--- src/rtl/uart_tx_arbiter.sv ---
// uart_tx_arbiter: round-robin share of one uart transmitter
// between NREQ byte producers, with guard gap and done watchdog.
module uart_tx_arbiter #(
  parameter int NREQ    = 4,
  parameter int DBIT    = 8,
  parameter int GAP_CYC = 16,
  parameter int TIMEOUT = 2000000
) (
  input  logic                      clk,
  input  logic                      rst,
  input  logic [NREQ-1:0]           req_valid,
  input  logic [NREQ*DBIT-1:0]      req_data,
  output logic [NREQ-1:0]           req_ready,
  output logic                      tx_start,
  output logic [DBIT-1:0]           din,
  input  logic                      tx_done_tick,
  output logic                      busy,
  output logic [$clog2(NREQ)-1:0]   grant_id,
  output logic                      timeout_err
);

  localparam int GW = $clog2(NREQ);
  localparam int WW = (TIMEOUT > 1) ? $clog2(TIMEOUT) : 1;
  localparam int PW = (GAP_CYC > 1) ? $clog2(GAP_CYC) : 1;
  localparam int GAP_LAST = (GAP_CYC > 0) ? GAP_CYC - 1 : 0;

  typedef enum logic [1:0] {
    IDLE,
    START,
    WAIT_DONE,
    GAP
  } state_t;

  state_t          state;
  state_t          state_n;
  logic [GW-1:0]   last_grant;
  logic [WW-1:0]   wd_cnt;
  logic [PW-1:0]   gap_cnt;
  logic [GW-1:0]   win;
  logic            win_vld;
  logic [DBIT-1:0] win_data;
  logic            wd_last;
  logic            gap_last;
  logic            to_hit;
  logic            accept;

  assign wd_last  = (wd_cnt == WW'(TIMEOUT - 1));
  assign gap_last = (gap_cnt == PW'(GAP_LAST));
  assign accept   = (state == IDLE) && win_vld && rst;

  // Search above last_grant first; the second pass is the wrap.
  always_comb begin
    win     = '0;
    win_vld = 1'b0;
    for (int i = 0; i < NREQ; i++) begin
      if (!win_vld && req_valid[i] && GW'(i) > last_grant) begin
        win     = GW'(i);
        win_vld = 1'b1;
      end
    end
    for (int i = 0; i < NREQ; i++) begin
      if (!win_vld && req_valid[i]) begin
        win     = GW'(i);
        win_vld = 1'b1;
      end
    end
  end

  always_comb begin
    win_data  = '0;
    req_ready = '0;
    for (int i = 0; i < NREQ; i++) begin
      if (win == GW'(i)) begin
        win_data = req_data[i*DBIT +: DBIT];
      end
      req_ready[i] = accept && (win == GW'(i));
    end
  end

  always_comb begin
    state_n = state;
    to_hit  = 1'b0;
    unique case (state)
      IDLE: begin
        if (win_vld) state_n = START;
      end
      START: begin
        state_n = WAIT_DONE;
      end
      WAIT_DONE: begin
        if (tx_done_tick) begin
          if (GAP_CYC > 0) state_n = GAP;
          else             state_n = IDLE;
        end else if (wd_last) begin
          state_n = IDLE;
          to_hit  = 1'b1;
        end
      end
      GAP: begin
        if (gap_last) state_n = IDLE;
      end
      default: state_n = IDLE;
    endcase
  end

  assign tx_start = (state == START);
  assign busy     = (state != IDLE);

  always_ff @(posedge clk) begin
    if (!rst) state <= IDLE;
    else      state <= state_n;
  end

  always_ff @(posedge clk) begin
    if (!rst) begin
      din         <= '0;
      grant_id    <= '0;
      last_grant  <= GW'(NREQ - 1);
      wd_cnt      <= '0;
      gap_cnt     <= '0;
      timeout_err <= 1'b0;
    end else begin
      timeout_err <= to_hit;
      if (accept) begin
        din        <= win_data;
        grant_id   <= win;
        last_grant <= win;
      end
      if (state == START) begin
        wd_cnt <= '0;
      end else if (state == WAIT_DONE && !tx_done_tick && !wd_last) begin
        wd_cnt <= wd_cnt + WW'(1);
      end
      if (state == GAP && !gap_last) gap_cnt <= gap_cnt + PW'(1);
      else                           gap_cnt <= '0;
    end
  end

endmodule

--- config.mk ---
export PLATFORM = sky130hd
export DESIGN_NAME = uart_tx_arbiter
export DESIGN_NICKNAME = d
export VERILOG_FILES = /design/src/rtl/uart_tx_arbiter.sv
export SDC_FILE = /design/constraint.sdc
export NUM_CORES = 1
export LEC_CHECK = 0
export BUFFER_PORTS_ARGS = -buffer_cell sky130_fd_sc_hd__buf_4
export CAP_MARGIN = 20
export CORE_ASPECT_RATIO = 1.1
export CORE_MARGIN = 2
export CORE_UTILIZATION = 45
export DETAILED_ROUTE_END_ITERATION = 10
export PLACE_DENSITY_LB_ADDON = 0.1
export SYNTH_ARGS = -nofsm -noshare
export SYNTH_HDL_FRONTEND = slang
export SYNTH_SLANG_ARGS = --single-unit
export TNS_END_PERCENT = 20
--- constraint.sdc ---
create_clock -name clk -period 4.9 [get_ports clk]
set_clock_uncertainty 0.05 [all_clocks]
set_input_delay 0.98 -clock clk [delete_from_list [all_inputs] [get_ports clk]]
set_output_delay 0.98 -clock clk [all_outputs]
set_load 0.05 [all_outputs]
==> impl_metrics.yaml <==
route:
  vias: 2023
  wire_per_inst_um: 14.39
  viasPerCell: 5.604
  drt_pre_antenna_iters: 4
  drtAntennaViolNets: 0
  wl_um: 5196
  drc: 0
  drtIter0Drc: 135
synth:
  syn_avg_cell_area_um2: 8.444
  synth_compound_area_share_pct: 18.48
  syn_nets: 292
  muxShareOfSynthArea_pct: 4.604
  ys_ff_latch: 40
  ys_warn_count: 0
  synth_top_family_by_area: "simple AND/OR/NAND/NOR gates"
  synth.cell_area_um2: 2120
  synth_fa_ha_area_share_pct: 1.181
  synth-simple-area-share_pct: 28.22
  synthCells: 251
  synthXorXnorAreaFrac_pct: 6.612
  yosysUniqueCellTypes: 51
  yosysSeqAreaShare_pct: 37.78
global_route:
  grtUsageTotal_pct: 20.31
  grt_pass1_vias: 1894
  grt_first_pass_wirelength_um: 8769
  grt_max_degree: 22
  grt_overflow_total: 0
  antenna_found_initial: 0
cells_and_area:
  fin_util_pct: 57.91
  regArea_um2: 800.8
  final_cell_mix: "buf_4, dfxtp_1, nor2_1"
  drive_gt1_share_pct: 23.28
  multi_input_area_um2: 1252
  area_delta_synth_final_pct: 25.32
  final_nets: 345
  final_common_cell: "buf_4"
  fillers: 434
  num_antenna_cells: 0
critical_path:
  crit_arrival_ns: 2.35
  startpoint_type: "input pin"
  r2r_start: "wd_cnt[0]"
  reg2reg_setup_slack_ns: 2.77
  worstPathRequired_ns: 3.87
  rr_endpoint: "wd_cnt[1]"
  criticalPathCategory: "in -> out"
  end_kind: "output port"
  critPathMaxFanout: 19
  rr_worst_depth: 6
power_and_ir_drop:
  p_total_w: 0.0008990
  ir_drop_mv: 0.1614
  power_density_nw_per_um2: 338.5
  p_leak_nw: 1.055
clock_tree:
  ctsHtreeMaxLevel: 2
  cts_resized: 0
  cts_made_buffers: 5
  tritoncts: "yes"
  root_buffer: "clkbuf_8"
  cts.clk_slew.worst_paths_ns: 0.07
  cts_sinks: 40
  cts_buffer_depth: 2
  clkLatencyLatePin_ns: 0.28
  cts_setup_buffers: 0
  cts.hold.buffers_added: 0
timing:
  min_period_ns: 3.381
  max_freq_mhz: 295.8
  hold_viol: 0
  finalMaxSlewViolations: 0
  fin_crit_sh_pct: 69.00
  rsz0062_at_grt: "no"
  fin_setup_tns_ns: 0
  timing.final.ws_setup_ns: 1.519
  setup_viol: 0
  max_slew_margin_pct: 48.39
  tightestPinTransition_ns: 0.7742
placed_design:
  pre_cts_ws_ns: 1.517
  gp_congestion: 0.8378
  port_buffers: 55
  dpl.hpwl_um: 3911
floorplan:
  boundaryPins: 56
  die_x_um: 69.44
  rows: 26
  dieArea_um2: 5276
  dieHeight_um: 75.98
  initial_core_util_pct: 46.21
  core_um2: 4587
run:
  cap_violations: 0
min_path:
  holdPathStages: 1
  holdPathEnd: "gap_cnt[0]"
  hold_path_class: "reg -> reg"
  hp-start: "gap_cnt[0]"
run_status:
  run_status: "finished, final reports clean"
where the power goes:
group | switching, W | leakage, nW | internal (W)
sequential | 0.0000220 | 0.326 | 0.000351
combinational | 0.000197 | 0.684 | 0.000106
clock | 0.000109 | 0.0455 | 0.000115
cell usage after synthesis (all sizes together):
| cell | count | area share [%] |
|---|---|---|
| xnor2 | 9 | 3.7 |
| nor4 | 3 | 0.89 |
| or4 | 4 | 1.6 |
| a211oi | 1 | 0.35 |
| nand2b | 6 | 1.8 |
| nor4b | 1 | 0.41 |
| and2 | 2 | 0.59 |
| buf | 2 | 0.47 |
| a41o | 1 | 0.47 |
| nand3 | 13 | 3.3 |
| dfxtp | 40 | 38 |
| nor2 | 30 | 5.3 |
| a31oi | 3 | 0.89 |
| a211o | 1 | 0.41 |
| a21oi | 14 | 3.5 |
| o211ai | 6 | 2.4 |
| a311oi | 1 | 1.2 |
| nand4 | 9 | 2.7 |
| mux2i | 3 | 1.4 |
| and3b | 1 | 0.41 |
| o311ai | 1 | 0.41 |
| o31ai | 3 | 1.1 |
| and4 | 2 | 0.89 |
| a21o | 1 | 0.35 |
| inv | 8 | 1.4 |
| or2 | 3 | 1.0 |
| xor2 | 7 | 2.9 |
| o311a | 1 | 0.47 |
| ha | 2 | 1.2 |
| nor2b | 4 | 1.2 |
| nor3 | 5 | 1.2 |
| clkbuf | 7 | 1.2 |
| o21ai | 15 | 4.1 |
| nand2 | 19 | 3.4 |
| and4bb | 1 | 0.59 |
| and3 | 3 | 0.89 |
| a221oi | 6 | 2.5 |
| o2111ai | 1 | 0.41 |
| nor3b | 3 | 1.3 |
| or3 | 3 | 0.89 |
| mux2 | 6 | 3.2 |
layout make-up:
| class | instances | share of cell area (%) |
|---|---|---|
| multi-input cells | 194 | 47.15 |
| well taps | 56 | 2.638 |
| inverters | 8 | 1.130 |
| flip-flops and latches | 40 | 30.15 |
| repair buffers | 55 | 15.54 |
| clock buffers | 8 | 3.391 |
sequential cells by signal (all words and copies together), names as in the netlist:
register / flops
gap_cnt: 4
state: 2
din: 8
wd_cnt: 21
grant_id: 2
timeout_err: 1
last_grant: 2
through the flow:
| step | hold WS, ns | std cells | cell area, µm² |
|---|---|---|---|
| 6_report | 0.4097 | 361 | 2656 |
| 5_1_grt | 0.4271 | 361 | 2656 |
| 4_1_cts | 0.4166 | 361 | 2656 |
| 3_5_place_dp | 0.3992 | 353 | 2566 |
| 3_3_place_gp | 0.3817 | 353 | 2566 |
| 2_1_floorplan | 0.3676 | 251 | 2120 |
worst max path at each step:
stage,from,end,slack (ns)
3_5_place_dp,req_valid[3],req_ready[1],1.52
6_report,req_valid[3],req_ready[0],1.52
3_3_place_gp,req_valid[3],req_ready[0],1.57
2_1_floorplan,req_valid[3],req_ready[2],0.81
5_1_grt,req_valid[3],req_ready[0],1.32
4_1_cts,req_valid[3],req_ready[0],1.52
layer usage:
metal,vias up,wire length (µm),global-route usage (%)
li1,1020,-,-
met1,929,2210,24.73
met2,63,2544,33.65
met3,11,323,6.085
met4,0,117,7.647
met5,-,0,0
cell families (layout without fill, tap and decap cells):
kind of cell / count (synthesis) / after routing
AO/OA/AOI/OAI: 55 / 55
XOR/XNOR: 16 / 16
adder cells (fa/ha/maj): 2 / 2
buffers and inverters: 17 / 71
flip-flops: 40 / 40
multiplexers: 9 / 9
AND/OR/NAND/NOR: 112 / 112
critical path, stage by stage:
cell,delay [ns]
buf_4,0.11
nor2_1,0.11
a21oi_2,0.63
nand3_1,0.18
nor2_1,0.13
buf_4,0.21
(Power assumes the default switching activity.)
